`src/rtl/mem_bus_pkg.sv`:
```
`default_nettype none
// ============================================================================
// Module      : mem_bus_pkg
// Description : Shared types and constants for the byte-serial memory bus
//               controller: FSM state encoding, request size encodings and
//               per-size byte counts / last byte indices.
// Revision    : 1.0 - initial release
// ============================================================================
package mem_bus_pkg;

    // Controller states; width fixed so the encoding is stable across tools.
    typedef enum logic [2:0] {
        ST_IDLE  = 3'd0,
        ST_CHECK = 3'd1,
        ST_ISSUE = 3'd2,
        ST_WAIT  = 3'd3,
        ST_DONE  = 3'd4
    } state_t;

    // MemLength encodings.
    localparam logic LEN_WORD = 1'b1;
    localparam logic LEN_HALF = 1'b0;

    // Bytes moved per request and the index of the final byte.
    localparam int unsigned BYTES_WORD = 4;
    localparam int unsigned BYTES_HALF = 2;
    localparam logic [1:0]  LAST_WORD  = 2'(BYTES_WORD - 1);
    localparam logic [1:0]  LAST_HALF  = 2'(BYTES_HALF - 1);

    // Index of the final byte for a given request size.
    function automatic logic [1:0] last_idx(input logic len);
        return (len == LEN_WORD) ? LAST_WORD : LAST_HALF;
    endfunction

endpackage
`default_nettype wire

```
`src/rtl/mem_byte_assembler.sv`:
```
`default_nettype none
// ============================================================================
// Module      : mem_byte_assembler
// Description : Read path: big-endian shift register that collects bus bytes
//               (first byte ends up most significant). Write path: selects
//               the store byte for a given byte index and request size.
// Revision    : 1.0 - initial release
// ============================================================================
module mem_byte_assembler
    import mem_bus_pkg::*;
(
    input  logic        Clk,
    input  logic        Reset,
    input  logic        i_clear,
    input  logic        i_shift,
    input  logic [7:0]  i_din,
    input  logic [1:0]  i_idx,
    input  logic        i_len,
    input  logic [31:0] i_wdata,
    output logic [31:0] o_rdata,
    output logic [7:0]  o_wbyte
);

    logic [31:0] r_asm;
    logic [7:0]  w_wbyte;

    // Clearing before each transfer keeps halfword results zero-extended.
    always_ff @(posedge Clk) begin
        if (Reset) begin
            r_asm <= '0;
        end else if (i_clear) begin
            r_asm <= '0;
        end else if (i_shift) begin
            r_asm <= {r_asm[23:0], i_din};
        end
    end

    // Byte 0 is the most significant byte of the access.
    always_comb begin
        w_wbyte = 8'h00;
        if (i_len == LEN_WORD) begin
            case (i_idx)
                2'd0:    w_wbyte = i_wdata[31:24];
                2'd1:    w_wbyte = i_wdata[23:16];
                2'd2:    w_wbyte = i_wdata[15:8];
                default: w_wbyte = i_wdata[7:0];
            endcase
        end else begin
            w_wbyte = i_idx[0] ? i_wdata[7:0] : i_wdata[15:8];
        end
    end

    assign o_rdata = r_asm;
    assign o_wbyte = w_wbyte;

endmodule
`default_nettype wire

```
`src/rtl/mem_bus_ctrl.sv`:
```
`default_nettype none
// ============================================================================
// Module      : mem_bus_ctrl
// Description : Converts one MemRd/MemWr strobe edge (word or halfword) into
//               a sequence of byte accesses on an 8-bit bus, big-endian, and
//               returns a one-cycle MemRdy (with MemErr) to the requester.
//               Optional per-byte bus timeout: define MEM_BUS_TIMEOUT_EN.
// Revision    : 1.0 - initial release
// ============================================================================
module mem_bus_ctrl
    import mem_bus_pkg::*;
#(
    parameter int TIMEOUT = 16
) (
    input  logic        Clk,
    input  logic        Reset,
    input  logic        MemEnable,
    input  logic        MemRd,
    input  logic        MemWr,
    input  logic        MemLength,
    input  logic [31:0] Addr,
    input  logic [31:0] WrData,
    output logic [31:0] RdData,
    output logic        MemRdy,
    output logic        MemErr,
    output logic [31:0] BusAddr,
    output logic [7:0]  BusDout,
    input  logic [7:0]  BusDin,
    output logic        BusRd,
    output logic        BusWr,
    input  logic        BusAck
);

    logic        r_prev_rd;
    logic        r_prev_wr;
    logic        w_rise_rd;
    logic        w_rise_wr;
    logic        w_req;

    state_t      r_state;
    state_t      w_state_nxt;

    logic [31:0] r_addr;
    logic [31:0] r_wdata;
    logic        r_is_wr;
    logic        r_len;
    logic        r_err;
    logic [1:0]  r_idx;
    logic [1:0]  w_issue_idx;

    logic        w_misaligned;
    logic        w_last;
    logic        w_timeout;

    logic [31:0] w_asm_data;
    logic [7:0]  w_lane_byte;
    logic        w_asm_clear;
    logic        w_asm_shift;

    logic        w_bus_rd_d;
    logic        w_bus_wr_d;
    logic [31:0] w_bus_addr_d;
    logic [7:0]  w_bus_dout_d;
    logic        w_rdy_d;
    logic        w_err_d;
    logic        w_rd_upd;

    // ------------------------------------------------------------------
    // Request detect
    // ------------------------------------------------------------------
    // Strobe history follows the inputs even during reset, so a strobe
    // already high when reset releases never looks like a fresh edge.
    always_ff @(posedge Clk) begin
        r_prev_rd <= MemRd;
        r_prev_wr <= MemWr;
    end

    assign w_rise_rd = MemRd & ~r_prev_rd;
    assign w_rise_wr = MemWr & ~r_prev_wr;
    assign w_req     = MemEnable & (w_rise_rd | w_rise_wr);

    assign w_misaligned = (r_len == LEN_HALF) ? r_addr[0] : (r_addr[1:0] != 2'b00);
    assign w_last       = (r_idx == last_idx(r_len));

    // Byte index presented on the bus by the ISSUE being entered next.
    assign w_issue_idx  = (r_state == ST_CHECK) ? 2'd0 : (r_idx + 2'd1);

    // ------------------------------------------------------------------
    // Optional bus timeout
    // ------------------------------------------------------------------
`ifdef MEM_BUS_TIMEOUT_EN
    localparam int unsigned TO_W = (TIMEOUT > 1) ? $clog2(TIMEOUT) : 1;
    logic [TO_W-1:0] r_wait_cnt;

    // Counts WAIT cycles of the byte in flight; restarts on every ISSUE.
    always_ff @(posedge Clk) begin
        if (Reset || (r_state == ST_ISSUE)) begin
            r_wait_cnt <= '0;
        end else if ((r_state == ST_WAIT) && !BusAck) begin
            r_wait_cnt <= r_wait_cnt + 1'b1;
        end
    end

    assign w_timeout = (r_state == ST_WAIT) && !BusAck &&
                       (r_wait_cnt == TO_W'(TIMEOUT - 1));
`else
    logic w_unused_timeout;
    assign w_unused_timeout = (TIMEOUT != 0);
    assign w_timeout        = 1'b0;
`endif

    // ------------------------------------------------------------------
    // FSM
    // ------------------------------------------------------------------
    // State register.
    always_ff @(posedge Clk) begin
        if (Reset) begin
            r_state <= ST_IDLE;
        end else begin
            r_state <= w_state_nxt;
        end
    end

    // Next-state decode; a bus ack beats a timeout in the same cycle.
    always_comb begin
        w_state_nxt = r_state;
        case (r_state)
            ST_IDLE:  if (w_req) w_state_nxt = ST_CHECK;
            ST_CHECK: w_state_nxt = w_misaligned ? ST_DONE : ST_ISSUE;
            ST_ISSUE: w_state_nxt = ST_WAIT;
            ST_WAIT: begin
                if (BusAck) begin
                    w_state_nxt = w_last ? ST_DONE : ST_ISSUE;
                end else if (w_timeout) begin
                    w_state_nxt = ST_DONE;
                end
            end
            ST_DONE:  w_state_nxt = ST_IDLE;
            default:  w_state_nxt = ST_IDLE;
        endcase
    end

    // Output decode. Error completions report as DONE is entered; good
    // completions report on leaving DONE, together with the new RdData.
    always_comb begin
        w_bus_rd_d   = 1'b0;
        w_bus_wr_d   = 1'b0;
        w_bus_addr_d = BusAddr;
        w_bus_dout_d = BusDout;
        if (w_state_nxt == ST_ISSUE) begin
            w_bus_rd_d   = ~r_is_wr;
            w_bus_wr_d   = r_is_wr;
            w_bus_addr_d = r_addr + {30'd0, w_issue_idx};
            w_bus_dout_d = w_lane_byte;
        end
        w_err_d     = ((r_state == ST_CHECK) && w_misaligned) || w_timeout;
        w_rdy_d     = w_err_d || ((r_state == ST_DONE) && !r_err);
        w_rd_upd    = (r_state == ST_DONE) && !r_err && !r_is_wr;
        w_asm_clear = (r_state == ST_CHECK);
        w_asm_shift = (r_state == ST_WAIT) && BusAck && !r_is_wr;
    end

    // ------------------------------------------------------------------
    // Request context: latched at acceptance, indexed per byte
    // ------------------------------------------------------------------
    // Write wins when both strobes rise together.
    always_ff @(posedge Clk) begin
        if (Reset) begin
            r_addr  <= '0;
            r_wdata <= '0;
            r_is_wr <= 1'b0;
            r_len   <= LEN_HALF;
            r_idx   <= '0;
            r_err   <= 1'b0;
        end else begin
            case (r_state)
                ST_IDLE: begin
                    if (w_req) begin
                        r_addr  <= Addr;
                        r_wdata <= WrData;
                        r_is_wr <= w_rise_wr;
                        r_len   <= MemLength;
                        r_err   <= 1'b0;
                    end
                end
                ST_CHECK: begin
                    r_idx <= '0;
                    r_err <= w_misaligned;
                end
                ST_WAIT: begin
                    if (BusAck) begin
                        if (!w_last) begin
                            r_idx <= r_idx + 2'd1;
                        end
                    end else if (w_timeout) begin
                        r_err <= 1'b1;
                    end
                end
                default: begin
                end
            endcase
        end
    end

    // ------------------------------------------------------------------
    // Byte assembly / lane select
    // ------------------------------------------------------------------
    mem_byte_assembler u_asm (
        .Clk     (Clk),
        .Reset   (Reset),
        .i_clear (w_asm_clear),
        .i_shift (w_asm_shift),
        .i_din   (BusDin),
        .i_idx   (w_issue_idx),
        .i_len   (r_len),
        .i_wdata (r_wdata),
        .o_rdata (w_asm_data),
        .o_wbyte (w_lane_byte)
    );

    // Registered outputs; RdData only changes on a successful read.
    always_ff @(posedge Clk) begin
        if (Reset) begin
            RdData  <= '0;
            MemRdy  <= 1'b0;
            MemErr  <= 1'b0;
            BusRd   <= 1'b0;
            BusWr   <= 1'b0;
            BusAddr <= '0;
            BusDout <= '0;
        end else begin
            MemRdy  <= w_rdy_d;
            MemErr  <= w_err_d;
            BusRd   <= w_bus_rd_d;
            BusWr   <= w_bus_wr_d;
            BusAddr <= w_bus_addr_d;
            BusDout <= w_bus_dout_d;
            if (w_rd_upd) begin
                RdData <= w_asm_data;
            end
        end
    end

endmodule
`default_nettype wire

```
`config.mk`:
```
export PLATFORM = sky130hd
export DESIGN_NAME = mem_bus_ctrl
export DESIGN_NICKNAME = d
export VERILOG_FILES = /design/src/rtl/mem_bus_pkg.sv /design/src/rtl/mem_byte_assembler.sv /design/src/rtl/mem_bus_ctrl.sv
export SDC_FILE = /design/constraint.sdc
export NUM_CORES = 1
export LEC_CHECK = 0
export BUFFER_PORTS_ARGS = -buffer_cell sky130_fd_sc_hd__buf_2
export CAP_MARGIN = 20
export CORE_MARGIN = 2
export CORE_UTILIZATION = 24
export CTS_CLUSTER_SIZE = 28
export DETAILED_ROUTE_END_ITERATION = 6
export GPL_ROUTABILITY_DRIVEN = 0
export MAX_ROUTING_LAYER = met4
export PLACE_DENSITY = 0.38
export SLEW_MARGIN = 0
export SYNTH_ARGS = -nofsm -noshare
export SYNTH_HDL_FRONTEND = slang
export SYNTH_HIERARCHICAL = 1
export SYNTH_SLANG_ARGS = --single-unit
```
`constraint.sdc`:
```
create_clock -name Clk -period 3.5 [get_ports Clk]
set_input_delay 0.35 -clock Clk [delete_from_list [all_inputs] [get_ports Clk]]
set_output_delay 0.35 -clock Clk [all_outputs]
set_load 0.005 [all_outputs]
```
# == After elaboration in Yosys (flattened, before gate mapping) ==
# Index checks and enable logic that the tools add are counted.
# totals
ff_bits,182
output_inout_bits,76
wordCells,72
# op_classes
n_reduce_logical,18
n_eq_ne,11
add_sub_neg,2
n_bitwise,8
mux,16
# op_table
cell,n
32-bit by 2-bit adder with 32-bit output,1
8-bit case mux with 3 select lines,1
8-bit 2-to-1 mux,2
3-bit 2-to-1 mux,4
3-bit case mux with 4 select lines,1
3-bit by 2-bit equality test with 1-bit output (second input constant),3
2-bit 2-to-1 mux,4
2-bit inequality test (second input constant),3
2-bit nonzero test,3
1-bit logical AND,5
1-bit NOT,4
2-bit case mux with 2 select lines,1
2-bit AND reduction,2
2-bit OR reduction,2
1-bit AND,3
3-bit by 1-bit equality test with 1-bit output (second input constant),1
3-bit equality test (second input constant),1
3-bit zero test,1
3-bit AND reduction,1
2-bit by 1-bit adder with 2-bit output (second input constant),1
2-bit by 1-bit equality test with 1-bit output (second input constant),1
2-bit equality test,1
2-bit equality test (second input constant),1
1-bit zero test,2
other kinds (5),6

# == Logic depth before layout (Yosys ltp) ==
# Gate-level depths: netlist of the first run.
# logic_depth
ltp_word,9
ltp_mapped,11
depth_no_buf,11

# == By module ==
# The synthesis of the first run kept the hierarchy.
# by_module_without_submodules
mod,seq_area_each_um2,cells_each,n_inst,area_each_um2
mem_bus_ctrl,3002.9,730,1,6050.8
mem_byte_assembler,640.6,116,1,1356.3

# == Worst setup path before layout of the first run ==
# No wires, ideal clock.
# synth_timing
kind,reg-to-reg
startpoint,register r_state[2]
endpoint,register BusAddr[18]
path_slack_ps,960
required_ps,3419
path_buffers,0
stages_incl_launch_ff,12
t_arrival_ps,2459
setup_time_ps,81
cell_sequence,dfxtp_1 > nand2b_1 > nor2_1 > nor2_1 > ha_1 > inv_1 > fa_1 > nand3b_1 > nor4_4 > nand4_1 > xor2_1 > a211oi_2
# synth_between
elab_chain_len,3
word_cells_on_any_way,10
cone_classes,add/sub (1); eq/ne (4); mux (4); reduce/logical (1)
# synth_rtl
item,line,source
from (decl),mem_bus_ctrl.sv:40,state_t r_state;
from (signal assigned),mem_bus_ctrl.sv:120,r_state <= w_state_nxt;
3-bit by 1-bit equality test with 1-bit output,--,
named net w_asm_clear,mem_bus_ctrl.sv:57,logic w_asm_clear;
2-bit 2-to-1 mux,mem_bus_ctrl.sv:86,assign w_issue_idx = (r_state == ST_CHECK) ? 2'd0 : (r_idx + 2'd1);
named net w_issue_idx[0],mem_bus_ctrl.sv:49,logic [1:0] w_issue_idx;
32-bit by 2-bit adder with 32-bit output,mem_bus_ctrl.sv:153,"w_bus_addr_d = r_addr + {30'd0, w_issue_idx};"
to (signal assigned),mem_bus_ctrl.sv:236,BusAddr <= w_bus_addr_d;
to (decl),mem_bus_ctrl.sv:26,"output logic [31:0] BusAddr,"
# The timed path passes the listed nets, and every way through them passes these cells.
# A chain may end at the register's enable or synchronous reset.

# == Final worst setup path of the first run ==
# Same ends and word-level chain as after synthesis.

==> metrics.md, run 1 <==
| Metric | Value |
|---|---|
| Outcome | `finished, final reports clean` |
| Crit path top cell by count | `nor2_1` |
| Worst path slowest cell | `nor4_4` |
| H-tree depth | `4` |
| Total track usage | `0.1401` |
| Setup total negative slack | `0 ns` |
| Fin. Hold Viols | `0` |
| Pleak | `3.392 nW` |
| Initial drt markers | `295` |
| Drt first pass iters | `4` |
| I/O Pins | `155` |
| Most frequent cells in the layout | `nand2_1, dfxtp_1, buf_2` |
| Worst Path Arrival | `3.35 ns` |
| Critical path cell sequence | `nand2b_1 -> nor2_1 -> nor2_1 -> ha_1 -> inv_1 -> fa_1 -> nand3b_1 -> nor4_4 -> nand4_1 -> xor2_1 -> a211oi_2` |
| Postcts setup bufs | `0` |
| Vias | `6055` |
| Die height | `179.7 µm` |
| Row cnt | `64` |
| DP Wirelength | `14260 µm` |
| Critical path class | `flip-flop to flip-flop` |
| Aggregate routed wire length | `21560 µm` |
| Clk buf depth | `2` |
| First-pass GRT wire length | `34510 µm` |
| Max IR drop VDD | `0.2966 mV` |
| Largest family of logic cells by synthesized area | `simple AND/OR/NAND/NOR gates` |
| P&R area growth vs syn | `23.18%` |
| Post-route insts no fill | `1386` |
| Max Clock Skew | `0.01301 ns` |
| Synth Area in Simple Gates | `0.2211` |
| Setup violators final | `0` |
| Synthesized Nets | `928` |
| Slowest cell delay on critical path | `0.46 ns` |
| Vias/cell | `4.369` |
| Worst Tran Pin Value | `0.7931 ns` |
| Cells after Synth | `846` |
| Mux contribution to synthesized area | `0.06757` |
| Ranking of synthesized cells by area | `dfxtp_1, nand2_1, a21oi_1` |
| Dominant cell type by area after synthesis | `dfxtp_1` |
| Required time of the critical path | `3.85 ns` |
| Achievable frequency | `333.4 MHz` |
| Top-area cell type share of the netlist area | `0.4919` |
| # clock sinks | `182` |
| Top FF cell, synth | `dfxtp_1` |
| Placement Setup Slack | `0.4745 ns` |
| Hold bufs inserted after CTS | `0` |
| Worst Hold Class | `primary input to flip-flop` |
| CTS buffer count | `17` |
| EDFF count, synth | `0` |
| Initial Util | `0.2428` |
| DRT antenna net count | `0` |
| Die area | `0.03228 mm²` |
| P per Cell Area | `503.8 mW/mm²` |
| Compound-Gate Fraction of Synth Area | `0.1404` |
| Fin crit share | `0.8571` |
| Maximum fanout along the worst path | `8` |
| Total power | `0.004597 W` |
| CTS tree | `yes` |
| Flops & latches, synth | `182` |
| Share of cells above drive strength 1 | `0.2505` |
| Max Cap Viol | `0` |
| Adder-Cell Fraction of Synth Area | `0.006081` |
| Final Net Count | `1055` |
| Most common cell after layout, fill and taps aside | `nand2_1` |
| Syn_area_per_cell | `8.755 µm²` |
| Core box area | `0.03051 mm²` |
| Port Buffers | `154` |
| CP endpoint | `BusAddr[18]` |
| Post-Synth XOR/XNOR Area | `0.02838` |
| Avg WL per Cell | `15.56 µm` |
| Post-synthesis instance area | `0.007407 mm²` |
| Latest clock arrival within the worst-skew pair | `0.44 ns` |
| Vias in the first global route | `5888` |
| Max_slew headroom | `0.4713` |
| CP Launch Point | `r_state[2]` |
| CTS resizes | `0` |
| Clk Tree Root Cell | `clkbuf_16` |
| DRC Markers | `0` |
| Placed cells | `1350` |
| Final core utilization | `0.2990` |
| Number of warnings issued by yosys | `6` |
| Clock Pin Slew Worst Setup and Hold Paths | `0.07 ns` |
| Largest net degree at the start of global routing | `99` |
| Distinct cell type count of the synthesized netlist | `46` |
| CP top delay family | `simple AND/OR/NAND/NOR gates` |
| Die Width | `179.7 µm` |
| RR Startpoint | `r_state[2]` |
| Post-synth ARST share | `0` |
| Buf/Inv on CP | `1` |
| Total grt overflow | `0` |
| Crit Reg-Reg Endpoint | `BusAddr[18]` |
| Max-slew violation count | `0` |
| Cell count along the critical path | `11` |
| R2r setup slk | `0.50 ns` |
| RSZ-0062 raised after global routing | `no` |
| Reg2reg path depth | `11` |
| Antenna violations before repair | `2` |
| Startpoint types | `flip-flop` |
| Critical Path End Type | `flip-flop` |
| Final WS setup | `0.5003 ns` |
| Post-synthesis sequential area ratio | `0.4919` |
| Fin crit period | `3.000 ns` |
==> per-layer routing <==
layer  up-vias  global-route usage  wire (µm)
met3        12             0.03606        829
met1      2812              0.1897      10900
met5         -                   -          0
met4         0             0.03967        207
met2       107              0.2057       9620
li1       3124                   -          -
==> through the flow <==
stage | hold slack, ns | cell area (µm²)
after floorplan | 0.3777 | 7407
after global placement | 0.4392 | 8533
after detailed placement | 0.4437 | 8533
after CTS | 0.002889 | 9114
after global routing | 0.009940 | 9116
final | 0.03583 | 9124
==> Yosys cell counts (all sizes together) (3+ instances only) <==
master	count
nand2	229
dfxtp	182
a21oi	112
nor2	75
clkbuf	33
a211oi	32
mux2i	32
buf	26
xor2	20
nand3	15
nand4	11
and4	8
mux4	8
nor2b	8
inv	6
nor4	6
and3	5
nor3	5
a32oi	4
nand2b	4
xnor2	4
o21ai	3
==> cell type report <==
class	count	area (µm²)
Antenna cell	4	10.01
Clock buffer	17	425.4
Clock inverter	15	155.1
Fill cell	3342	21390
Inverter	6	22.52
Multi-Input combinational cell	599	3460
Sequential cell	182	3643
Tap cell	396	495.5
Timing Repair Buffer	167	912.1
==> report_power, final <==
group / internal (W) / total, W / switching, W
logic: 0.000178 / 0.000440 / 0.000261
registers: 0.00215 / 0.00222 / 0.0000694
clock network: 0.000960 / 0.00194 / 0.000977
total: 0.00329 / 0.00460 / 0.00131
==> worst reg2reg max path, delay by kind of cell (launching register included) <==
kind,cells,cell delay [ns]
buf+inv,1,0.05
fa+ha+maj,2,0.60
flops,1,0.43
xor+xnor,1,0.18
compound gates,1,0.21
simple gates,6,1.43
==> how the worst min path moves through the flow <==
stage / start / slack [ns] / cells past startpoint / end
global route: MemRd / 0.01 / 1 / r_prev_rd
global placement: BusAddr[2] / 0.44 / 2 / BusAddr[2]
floorplan: MemRd / 0.38 / 0 / r_prev_rd
detailed placement: RdData[12] / 0.44 / 2 / RdData[12]
finish: MemWr / 0.04 / 1 / r_prev_wr
CTS: MemWr / 0.003 / 1 / r_prev_wr
==> flip-flops by register name, summed over array words and instances, names as in the netlist <==
| name | count |
|---|---|
| u_asm/o_rdata | 32 |
| BusDout | 8 |
| r_err | 1 |
| r_prev_wr | 1 |
| BusAddr | 32 |
| r_addr | 32 |
| r_len | 1 |
| r_state | 3 |
| MemRdy | 1 |
| BusRd | 1 |
| r_wdata | 32 |
| BusWr | 1 |
| RdData | 32 |
| r_prev_rd | 1 |
| r_idx | 2 |
| MemErr | 1 |
| r_is_wr | 1 |
==> logic make-up after synthesis <==
logic type	count (synthesis)
multiplexers	40
flip-flops	182
AND/OR/NAND/NOR	374
XOR/XNOR	24
AO/OA/AOI/OAI	158
buffers and inverters	65
adder cells (fa/ha/maj)	3
No activity file was read; power rests on OpenSTA's default activity.
==> run 2: changes to the inputs <==
Settings changed: SKIP_CTS_REPAIR_TIMING set to 1, TNS_END_PERCENT set to 5.
Clock period 3.5 ns to 2.8 ns, I/O delays scaled along.
==> run 2 against run 1 <==
  * Routed wire length is 0.24% higher
  * Critical path type unchanged
  * Non-clock buffer count up 13
  * Die area unchanged
  * Setup slack worse by 0.19 ns
  * Clock-buffer cell count is 7 higher
  * Total power rose by 23%
  * Largest cell class unchanged
  * Largest power group unchanged
  * Clock power is 18% higher
  * Sequential share of layout area shrank 0.26 points
  * Global-route usage shrank 0.052 points
  * Clock skew up 0.0017 ns
  * Critical path depth is 1 higher
==> metrics.md, run 2 (synthesis gave the netlist of run 1 again) <==
| Metric | Value |
|---|---|
| DRC Markers | `0` |
| Startpoint types | `flip-flop` |
| Placed cells | `1361` |
| Vias in the first global route | `6052` |
| Initial Util | `0.2428` |
| Achievable frequency | `402.1 MHz` |
| Most common cell after layout, fill and taps aside | `nand2_1` |
| Aggregate routed wire length | `21610 µm` |
| Largest net degree at the start of global routing | `66` |
| Hold path start | `BusDin[1]` |
| Setup total negative slack | `0 ns` |
| RSZ-0062 raised after global routing | `no` |
| Maximum fanout along the worst path | `8` |
| FF/Latch Area | `0.003643 mm²` |
| Core box area | `0.03051 mm²` |
| Total power | `0.005632 W` |
| Row cnt | `64` |
| R2r setup slk | `0.31 ns` |
| Worst Path Arrival | `2.84 ns` |
| Critical path class | `flip-flop to flip-flop` |
| Pleak | `3.429 nW` |
| Clk buf depth | `2` |
| Latest clock arrival within the worst-skew pair | `0.43 ns` |
| H-tree depth | `4` |
| Max IR drop VDD | `0.3815 mV` |
| Clk Tree Root Cell | `clkbuf_16` |
| Reg2reg path depth | `12` |
| First-pass GRT wire length | `34790 µm` |
| RR Startpoint | `r_state[2]` |
| Antenna violations before repair | `2` |
| Total grt overflow | `0` |
| Final Net Count | `1068` |
| Clock Pin Slew Worst Setup and Hold Paths | `0.07 ns` |
| Fin crit period | `2.487 ns` |
| Required time of the critical path | `3.15 ns` |
| Worst Hold Class | `primary input to flip-flop` |
| Final core utilization | `0.3010` |
| CTS buffer count | `17` |
| Port Buffers | `154` |
| Fin. Hold Viols | `0` |
| Share of cells above drive strength 1 | `0.2553` |
| Crit Reg-Reg Endpoint | `BusAddr[18]` |
| Drt first pass iters | `4` |
| I/O Pins | `155` |
| Max Cap Viol | `0` |
| P per Cell Area | `613.3 mW/mm²` |
| Worst Tran Pin Value | `0.5914 ns` |
| DRT antenna net count | `0` |
| Vias/cell | `4.455` |
| CTS tree | `yes` |
| Setup violators final | `0` |
| P&R area growth vs syn | `23.99%` |
| # clock sinks | `182` |
| Fin crit share | `0.8882` |
| Initial drt markers | `271` |
| WHS Endpoint | `u_asm/o_rdata[1]` |
| Die height | `179.7 µm` |
| Die Width | `179.7 µm` |
| DP Wirelength | `14750 µm` |
| Max-slew violation count | `0` |
| Footprint of the multi-input gates | `0.003460 mm²` |
| Total track usage | `0.1396` |
| Max_slew headroom | `0.6057` |
| Max Clock Skew | `0.01471 ns` |
| Vias | `6219` |
| Post-route insts no fill | `1396` |
| Fillers | `3336` |
| Die area | `0.03228 mm²` |
| Critical Path End Type | `flip-flop` |
| Most frequent cells in the layout | `nand2_1, dfxtp_1, buf_2` |
| Outcome | `finished, final reports clean` |
| Hold path depth | `3` |
| Avg WL per Cell | `15.48 µm` |
==> run 2: cell types whose count changed in the layout (fill, tap and decap cells not counted), sizes merged <==
cell	change
clkinv	-1
dlygate4sd3	+2
buf	+11
inv	-9
clkbuf	+7
clkinvlp	+3
diode	-3
==> run 2: layout make-up <==
type	instances	area share
Antenna cell	1	0.0002725
Clock buffer	24	0.05354
Clock inverter	8	0.007221
Inverter	6	0.002452
Multi-Input combinational cell	599	0.3767
Sequential cell	182	0.3967
Tap cell	396	0.05395
Timing Repair Buffer	180	0.1091
==> run 2: how the worst max path moves through the flow <==
stage                  endpoint  slack [ns]  startpoint
finish              BusAddr[18]        0.31  r_state[2]
global route        BusAddr[25]        0.02  r_state[2]
CTS                 BusAddr[27]        0.27  r_state[2]
detailed placement  BusAddr[27]        0.29  r_state[2]
global placement    BusAddr[26]        0.36  r_state[2]
floorplan           BusAddr[18]        0.26  r_state[2]
==> run 2: routing by layer <==
layer / up-vias / GRT usage / wire length, µm
met5: - / - / 0
met4: 0 / 0.04260 / 214
met3: 15 / 0.03221 / 767
met2: 123 / 0.2113 / 9752
met1: 2934 / 0.1849 / 10880
li1: 3147 / - / -
==> run 2: worst max-delay path: stages, from the launching register on <==
cell and delay, ns:
dfxtp_1 0.33, nand2b_1 0.13, nor2_1 0.05, nor2_1 0.13
ha_1 0.19, inv_1 0.06, fa_1 0.42, nand3b_1 0.24
nor4_4 0.15, buf_4 0.21, nand4_1 0.13, xor2_1 0.17
a211oi_2 0.20
==> run 2: power breakdown <==
part,total (W),switching [W],internal (W),leakage (nW)
Sequential,0.00277,0.0000797,0.00269,1.48
Combinational,0.000569,0.000335,0.000235,1.69
Clock,0.00229,0.00105,0.00124,0.263
Total,0.00563,0.00147,0.00417,3.43
==> run 2: per-stage QoR <==
step	instance area [µm²]	hold WS [ns]	setup WS, ns
2_1_floorplan	7407	0.3077	0.2602
4_1_cts	9161	-0.05559	0.2654
3_3_place_gp	8603	0.3965	0.3584
3_5_place_dp	8603	0.4088	0.2902
5_1_grt	9184	0.06992	0.02406
6_report	9184	0.08336	0.3132
